--- src/rtl/pixel_gen_pkg.sv ---
// Shared constants for the layered VGA pixel compositor: colours, the
// transparency key, pipeline depth and the debug digit-code width.
package pixel_gen_pkg;

    localparam int PIPE_LATENCY = 2;
    localparam int DIGIT_W      = 4;

    localparam logic [11:0] COLOR_BLACK     = 12'h000;
    localparam logic [11:0] COLOR_WHITE     = 12'hFFF;
    localparam logic [11:0] TRANSPARENT_KEY = 12'hF0F;

    typedef enum logic [1:0] {
        LAYER_TEXT,
        LAYER_CHAR,
        LAYER_MAP,
        LAYER_BG
    } layer_e;

    function automatic logic is_key(input logic [11:0] colour);
        return colour == TRANSPARENT_KEY;
    endfunction

endpackage

--- src/rtl/hex_font_rom.sv ---
// Combinational 16-glyph hex font. (code, row, col) -> pixel bit. Glyphs are
// drawn on an 8x8 grid and scaled to FONT_WIDTH; col 0 is the leftmost pixel.
module hex_font_rom #(
    parameter int FONT_WIDTH = 8,
    parameter int ROW_W      = 3
) (
    input  logic [3:0]       code,
    input  logic [ROW_W-1:0] row,
    input  logic [ROW_W-1:0] col,
    output logic             pixel
);

    logic [63:0] glyph;
    logic [2:0]  r8;
    logic [2:0]  c8;

    always_comb begin
        glyph = '0;
        case (code)
            4'h0: glyph = 64'h3C666E7666663C00;
            4'h1: glyph = 64'h1838181818187E00;
            4'h2: glyph = 64'h3C66060C30607E00;
            4'h3: glyph = 64'h3C66061C06663C00;
            4'h4: glyph = 64'h0C1C3C6C7E0C0C00;
            4'h5: glyph = 64'h7E607C0606663C00;
            4'h6: glyph = 64'h3C607C6666663C00;
            4'h7: glyph = 64'h7E060C1830303000;
            4'h8: glyph = 64'h3C66663C66663C00;
            4'h9: glyph = 64'h3C66663E060C3800;
            4'hA: glyph = 64'h183C66667E666600;
            4'hB: glyph = 64'h7C66667C66667C00;
            4'hC: glyph = 64'h3C66606060663C00;
            4'hD: glyph = 64'h786C6666666C7800;
            4'hE: glyph = 64'h7E60607C60607E00;
            4'hF: glyph = 64'h7E60607C60606000;
            default: glyph = '0;
        endcase
        r8 = 3'((int'(row) * 8) / FONT_WIDTH);
        c8 = 3'((int'(col) * 8) / FONT_WIDTH);
        // Row 0 sits in the top byte and column 0 in its MSB.
        pixel = glyph[{~r8, ~c8}];
    end

endmodule

--- src/rtl/layered_pixel_gen.sv ---
// Two-stage VGA pixel compositor: hex debug text, sprite, map, white background.
// Define CHAR_TRANSPARENCY_EN to make sprite pixels equal to 12'hF0F transparent.
module layered_pixel_gen
    import pixel_gen_pkg::*;
#(
    parameter int SEQ_NUM       = 34,
    parameter int SEQ_DIGITS    = 4,
    parameter int FONT_WIDTH    = 8,
    parameter int SEQ_INTERVAL  = 3,
    parameter int PIXEL_WIDTH   = 12,
    parameter int SCREEN_WIDTH  = 10,
    parameter int MAP_X_OFFSET  = 270,
    parameter int MAP_Y_OFFSET  = 50,
    parameter int MAP_WIDTH_X   = 100,
    parameter int MAP_WIDTH_Y   = 100,
    parameter int CHAR_WIDTH_X  = 32,
    parameter int CHAR_WIDTH_Y  = 32,
    parameter logic [PIXEL_WIDTH-1:0] TEXT_FG = 12'h000,
    parameter logic [PIXEL_WIDTH-1:0] TEXT_BG = 12'hFFF
) (
    input  logic                                  sys_clk,
    input  logic                                  sys_rst_n,
    input  logic                                  video_on,
    input  logic                                  hsync_in,
    input  logic                                  vsync_in,
    input  logic [SCREEN_WIDTH-1:0]               x,
    input  logic [SCREEN_WIDTH-1:0]               y,
    input  logic [SCREEN_WIDTH-1:0]               char_x,
    input  logic [SCREEN_WIDTH-1:0]               char_y,
    input  logic [SEQ_NUM*SEQ_DIGITS*DIGIT_W-1:0] seq_digits,
    output logic [SCREEN_WIDTH-1:0]               map_x,
    output logic [SCREEN_WIDTH-1:0]               map_y,
    output logic [SCREEN_WIDTH-1:0]               char_x_rom,
    output logic [SCREEN_WIDTH-1:0]               char_y_rom,
    output logic                                  map_on,
    output logic                                  char_on,
    input  logic [PIXEL_WIDTH-1:0]                map_rgb,
    input  logic [PIXEL_WIDTH-1:0]                char_rgb,
    output logic [PIXEL_WIDTH-1:0]                rgb,
    output logic                                  hsync_out,
    output logic                                  vsync_out,
    output logic                                  frame_start
);

    localparam int SW      = SCREEN_WIDTH;
    localparam int FW_LOG2 = $clog2(FONT_WIDTH);
    localparam int FROW_W  = (FW_LOG2 > 0) ? FW_LOG2 : 1;
    localparam int ROW_H   = FONT_WIDTH + SEQ_INTERVAL;
    localparam int LINE_W  = $clog2(ROW_H + 1);
    localparam int IDX_W   = $clog2(SEQ_NUM + 1);
    localparam int DIG_W   = (SEQ_DIGITS > 1) ? $clog2(SEQ_DIGITS) : 1;
    localparam int TEXT_W  = SEQ_DIGITS * FONT_WIDTH;

    localparam logic [SW:0] MAP_X0 = (SW+1)'(MAP_X_OFFSET);
    localparam logic [SW:0] MAP_X1 = (SW+1)'(MAP_X_OFFSET + MAP_WIDTH_X);
    localparam logic [SW:0] MAP_Y0 = (SW+1)'(MAP_Y_OFFSET);
    localparam logic [SW:0] MAP_Y1 = (SW+1)'(MAP_Y_OFFSET + MAP_WIDTH_Y);

    typedef logic [SEQ_NUM-1:0][SEQ_DIGITS-1:0][DIGIT_W-1:0] digit_tab_t;

    // Stage 0: input decode and row tracking state
    logic [SW-1:0]     x_prev;
    logic              line_start;
    logic              frame_start_c;
    digit_tab_t        shadow;
    digit_tab_t        digits_in;
    logic [IDX_W-1:0]  row_idx, row_idx_nx;
    logic [LINE_W-1:0] row_line, row_line_nx;
    logic [IDX_W-1:0]  row_sel;
    logic [DIG_W-1:0]  digit_sel;
    logic              text_hit_c;
    logic [3:0]        code_c;
    logic              map_hit_c;
    logic              char_hit_c;
    logic [SW:0]       x_e, y_e, cx_e, cy_e;

    // Stage 1 registers
    logic              text_hit1;
    logic [3:0]        code1;
    logic [FROW_W-1:0] frow1;
    logic [FROW_W-1:0] fcol1;
    logic              von1;
    logic [PIPE_LATENCY-1:0] hs_pipe;
    logic [PIPE_LATENCY-1:0] vs_pipe;

    // Stage 2
    logic              font_bit;
    logic              char_opaque;
    layer_e            layer;
    logic [PIXEL_WIDTH-1:0] rgb_nx;

    assign digits_in     = seq_digits;
    assign line_start    = (x == '0) && (x_prev != '0);
    assign frame_start_c = line_start && (y == '0);

    // Next-state counters double as the row position of the pixel now at the
    // input, so the first pixel of each line already sees its own row.
    always_comb begin
        row_idx_nx  = row_idx;
        row_line_nx = row_line;
        if (frame_start_c) begin
            row_idx_nx  = '0;
            row_line_nx = '0;
        end else if (line_start) begin
            if (row_line == LINE_W'(ROW_H - 1)) begin
                row_line_nx = '0;
                if (row_idx != IDX_W'(SEQ_NUM))
                    row_idx_nx = row_idx + 1'b1;
            end else begin
                row_line_nx = row_line + 1'b1;
            end
        end
    end

    always_comb begin
        text_hit_c = (row_idx_nx < IDX_W'(SEQ_NUM)) &&
                     (row_line_nx < LINE_W'(FONT_WIDTH)) &&
                     (int'(x) < TEXT_W);
        row_sel    = text_hit_c ? row_idx_nx : '0;
        digit_sel  = text_hit_c ? DIG_W'(x >> FW_LOG2) : '0;
        // A frame start is always row 0, and reads the live inputs being shadowed.
        code_c     = frame_start_c ? digits_in[0][digit_sel] : shadow[row_sel][digit_sel];
    end

    assign x_e  = {1'b0, x};
    assign y_e  = {1'b0, y};
    assign cx_e = {1'b0, char_x};
    assign cy_e = {1'b0, char_y};

    assign map_hit_c  = (x_e >= MAP_X0) && (x_e < MAP_X1) &&
                        (y_e >= MAP_Y0) && (y_e < MAP_Y1);
    assign char_hit_c = (x_e >= cx_e) && (x_e < cx_e + (SW+1)'(CHAR_WIDTH_X)) &&
                        (y_e >= cy_e) && (y_e < cy_e + (SW+1)'(CHAR_WIDTH_Y));

    always_ff @(posedge sys_clk or negedge sys_rst_n) begin
        if (!sys_rst_n) begin
            x_prev      <= '0;
            row_idx     <= IDX_W'(SEQ_NUM);
            row_line    <= '0;
            shadow      <= '0;
            frame_start <= 1'b0;
            map_on      <= 1'b0;
            char_on     <= 1'b0;
            map_x       <= '0;
            map_y       <= '0;
            char_x_rom  <= '0;
            char_y_rom  <= '0;
            text_hit1   <= 1'b0;
            code1       <= '0;
            frow1       <= '0;
            fcol1       <= '0;
            von1        <= 1'b0;
            hs_pipe     <= '0;
            vs_pipe     <= '0;
            rgb         <= '0;
        end else begin
            x_prev      <= x;
            row_idx     <= row_idx_nx;
            row_line    <= row_line_nx;
            frame_start <= frame_start_c;
            if (frame_start_c)
                shadow <= digits_in;
            map_on      <= map_hit_c;
            char_on     <= char_hit_c;
            map_x       <= x - SW'(MAP_X_OFFSET);
            map_y       <= y - SW'(MAP_Y_OFFSET);
            char_x_rom  <= x - char_x;
            char_y_rom  <= y - char_y;
            text_hit1   <= text_hit_c;
            code1       <= code_c;
            frow1       <= row_line_nx[FROW_W-1:0];
            fcol1       <= x[FROW_W-1:0];
            von1        <= video_on;
            hs_pipe     <= {hs_pipe[PIPE_LATENCY-2:0], hsync_in};
            vs_pipe     <= {vs_pipe[PIPE_LATENCY-2:0], vsync_in};
            rgb         <= rgb_nx;
        end
    end

    assign hsync_out = hs_pipe[PIPE_LATENCY-1];
    assign vsync_out = vs_pipe[PIPE_LATENCY-1];

    hex_font_rom #(
        .FONT_WIDTH (FONT_WIDTH),
        .ROW_W      (FROW_W)
    ) u_font (
        .code  (code1),
        .row   (frow1),
        .col   (fcol1),
        .pixel (font_bit)
    );

`ifdef CHAR_TRANSPARENCY_EN
    assign char_opaque = !is_key(12'(char_rgb));
`else
    assign char_opaque = 1'b1;
`endif

    always_comb begin
        layer = LAYER_BG;
        if (text_hit1)
            layer = LAYER_TEXT;
        else if (char_on && char_opaque)
            layer = LAYER_CHAR;
        else if (map_on)
            layer = LAYER_MAP;

        case (layer)
            LAYER_TEXT: rgb_nx = font_bit ? TEXT_FG : TEXT_BG;
            LAYER_CHAR: rgb_nx = char_rgb;
            LAYER_MAP:  rgb_nx = map_rgb;
            default:    rgb_nx = PIXEL_WIDTH'(COLOR_WHITE);
        endcase
        if (!von1)
            rgb_nx = PIXEL_WIDTH'(COLOR_BLACK);
    end

endmodule

--- config.mk ---
export PLATFORM = sky130hd
export DESIGN_NAME = layered_pixel_gen
export DESIGN_NICKNAME = d
export VERILOG_FILES = /design/src/rtl/pixel_gen_pkg.sv /design/src/rtl/hex_font_rom.sv /design/src/rtl/layered_pixel_gen.sv
export SDC_FILE = /design/constraint.sdc
export NUM_CORES = 2
export LEC_CHECK = 0
export BUFFER_PORTS_ARGS = -buffer_cell sky130_fd_sc_hd__buf_2
export CELL_PAD_IN_SITES_DETAIL_PLACEMENT = 2
export CELL_PAD_IN_SITES_GLOBAL_PLACEMENT = 2
export CORE_AREA = 2 2 302 304
export CTS_BUF_LIST = sky130_fd_sc_hd__clkbuf_8
export DETAILED_ROUTE_END_ITERATION = 10
export DIE_AREA = 0 0 304 306
export PLACE_DENSITY_LB_ADDON = 0.25
export SYNTH_ARGS = -nofsm -noshare
export SYNTH_HDL_FRONTEND = slang
export SYNTH_SLANG_ARGS = --single-unit
--- constraint.sdc ---
create_clock -name sys_clk -period 6.2 [get_ports sys_clk]
set_input_delay 0.93 -clock sys_clk [delete_from_list [all_inputs] [get_ports sys_clk]]
set_output_delay 0.93 -clock sys_clk [all_outputs]
set_load 0.02 [all_outputs]
==> flow_summary.yaml <==
outcome:
  status: "completed"
synthesis:
  netlist_area_sq_um: 31200
  ys_warn_count: 0
  syn_area_per_cell_sq_um: 8.16
  synth_edf_count: 0
  synth_cell_type_count: 96
  async_flop_share: 1.00
  ys_seq_elements: 628
  synth_top_area_share: 0.503
  syn_inst: 3818
  ys.flop_type: "dfrtp_1"
  yosysTopAreaCell: "dfrtp_1"
  synth.area.top_cells: "dfrtp_1, nand2_1, clkbuf_1"
  ys_seq_area_frac: 0.504
  synth_fp_nets: 4477
timing:
  setup_slack_ns: 0.763
  setup_viol: 0
  tightest_slew_ns: 1.14
  holdWs_ns: 0.181
  period_share: 0.877
  grt_setup_unrepaired: "no"
  finalMaxSlewViolations: 0
  max_freq_mhz: 184
  fin_setup_tns_ns: 0
  finClkSkew_ns: 0.0560
  min_period_ns: 5.44
  slew_headroom: 0.238
  hold_violations: 0
clock_network:
  clock-root-buffer: "clkbuf_8"
  post-cts-setup-buffers: 0
  clk_pin_slew_ns: 0.07
  clock-sinks: 628
  htreeDepth: 3
  clock_latency_ns: 0.77
  clock_path_buffers: 3
  cts_resized: 0
  postCtsHoldBufs: 0
  cts_made_buffers: 115
  cts_tree: "built"
drt:
  drt_iter0_drc: 2065
  vias: 30900
  remaining_drc_errors: 0
  wl_per_cell_microns: 26.3
  ant_nets: 0
  routed_via_density: 5.41
  dr.pass1.iters: 5
  drt_wl_total_mm: 150
setup_path:
  regToRegEndpoint: "code1[1]"
  reg2reg_depth: 14
  criticalPathCategory: "flop to flop"
  startpoint_type: "flop"
  critPathMaxFanout: 61
  end_kind: "flop"
  cp.required_ns: 6.85
  worstReg2RegStart: "fcol1[0]"
  arrival_ns: 6.09
  reg2reg_slack_ns: 0.76
min_path:
  hold_path.class: "input port to async pin"
power:
  p_comb_frac: 0.077
  peakVddDrop_uv: 163
  clkPwrFrac: 0.460
  power_density_nw_per_um2: 237
  p_leak_nw: 20.4
  switching_share: 0.265
  power_switching_mw: 2.39
  p_int_mw: 6.63
  seqPwrFrac: 0.463
global_route:
  grt_usage: 0.318
  grt_pass1_wl_mm: 222
  grt.overflow.total: 0
  grt_pass1_vias: 33700
  grt_max_degree: 181
  antenna_found_initial: 24
floorplanning:
  dieArea_sq_um: 93000
  num_rows: 110
  io_pins: 670
  die_x_microns: 304
  die_h_microns: 306
  fp.coreArea_sq_um: 89600
  start_util: 0.348
flow_run:
  maxCapViolCount: 0
finish:
  drive_above_1_share: 0.218
  area_growth_pct: 22.2
  final_nets: 5086
place:
  portBuffers: 669
  gp_congestion: 0.889
  hpwlAfterDp_mm: 112
  dp_slack_ns: 0.386
[critical path: stages (launching register included)]
cell	delay (ns)
dfrtp_1	0.98
nor2_2	0.21
and4_1	0.28
nor2_1	0.58
o2bb2ai_2	0.24
o21a_1	0.27
buf_4	0.20
nor2_4	0.46
buf_12	0.34
nand2_1	0.09
and3_1	0.17
nor4_1	0.70
buf_4	0.23
o211ai_1	0.20
a211oi_2	0.26
[placed cells by master, fill, tap and decap left out, types with 13 or more instances in the layout]
cell and n:
dfrtp_1 626, o22ai_1 14, o211ai_1 23, clkbuf_8 147
and3_1 27, inv_1 110, o21a_1 16, diode_2 19
xnor2_1 20, a211oi_1 28, nor2b_1 13, ha_1 44
o221ai_1 42, o221a_2 16, nor3_1 29, xor2_1 13
buf_2 668, buf_12 14, a21o_1 15, a221oi_1 20
o21ai_0 92, nor2_1 88, a21oi_1 83, nand3_1 78
nand2_1 1919, clkinv_2 15, nand4_1 16, buf_4 56
mux2i_1 49, a31oi_1 28
[worst max path at each step]
| stage | from | to | slack [ns] | cells past startpoint |
|---|---|---|---|---|
| 6_report | fcol1[0] | code1[1] | 0.76 | 14 |
| 3_3_place_gp | y[7] | code1[2] | 0.57 | 14 |
| 4_1_cts | fcol1[0] | code1[1] | 0.91 | 14 |
| 2_1_floorplan | x[4] | code1[0] | 2.41 | 14 |
| 3_5_place_dp | y[7] | code1[2] | 0.39 | 14 |
| 5_1_grt | fcol1[0] | code1[1] | 0.65 | 14 |
[sequential cells by signal (all words and copies together), names as in the netlist, 4 cells and up]
register / count
x_prev: 8
rgb: 12
map_y: 10
char_x_rom: 10
map_x: 9
row_idx: 6
char_y_rom: 10
shadow: 544
code1: 4
[cells by family (layout without fill, tap and decap cells)]
kind of cell	after synthesis	after routing	synth area share
flops	628	628	0.504
compound gates	491	491	0.114
fa+ha+maj	47	47	0.0193
xor+xnor	33	33	0.00928
other cells	0	19	0
simple gates	2238	2238	0.289
mux	60	60	0.0197
buf+inv	321	1023	0.0443
[synthesized netlist by cell type (16+ instances only)]
library cell / n
nand2_1: 1920
dfrtp_1: 626
clkbuf_1: 173
o21ai_0: 92
nor2_1: 88
a21oi_1: 83
nand3_1: 78
inv_1: 69
mux2i_1: 49
ha_1: 44
o221ai_1: 42
buf_2: 41
nor3_1: 30
a211oi_1: 28
a31oi_1: 28
and3_1: 27
o211ai_1: 23
a221oi_1: 20
xnor2_1: 20
buf_4: 18
nand4_1: 16
o21a_1: 16
o221a_2: 16
[power groups by stage]
| stage | registers (mW) | clock network (mW) | logic, mW |
|---|---|---|---|
| global placement | 4.25 | 0 | 0.680 |
| floorplan | 4.29 | 0 | 0.188 |
| detailed placement | 4.25 | 0 | 0.695 |
| global route | 4.18 | 4.42 | 0.754 |
| finish | 4.18 | 4.15 | 0.691 |
| CTS | 4.18 | 4.23 | 0.702 |
[routing by layer]
metal | global-route usage | part of all wire | vias up
li1 | - | - | 13800
met2 | 0.549 | 0.50 | 982
met3 | 0.0514 | 0.052 | 323
met4 | 0.156 | 0.051 | 10
met5 | 0 | 0.00033 | -
met1 | 0.388 | 0.40 | 15800
[stage by stage]
stage / util / total power, mW / instances / instance area, sq um
6_report: 0.425 / 9.02 / 5715 / 38100
5_1_grt: 0.425 / 9.35 / 5712 / 38100
4_1_cts: 0.424 / 9.12 / 5696 / 38000
3_5_place_dp: 0.398 / 4.95 / 5486 / 35700
3_3_place_gp: 0.398 / 4.93 / 5486 / 35700
2_1_floorplan: - / 4.48 / 3818 / 31200
[layout make-up]
cell class                 instances  area (sq um)
tap                             1176          1470
clock inverter                    63           348
multi-input combinational       2869         14100
inverter                          74           290
sequential                       628         15700
antenna                           19          47.5
clock buffer                     147          2020
timing repair buffer             739          4060
fill                           10300         51500
(Power assumes the default switching activity.)
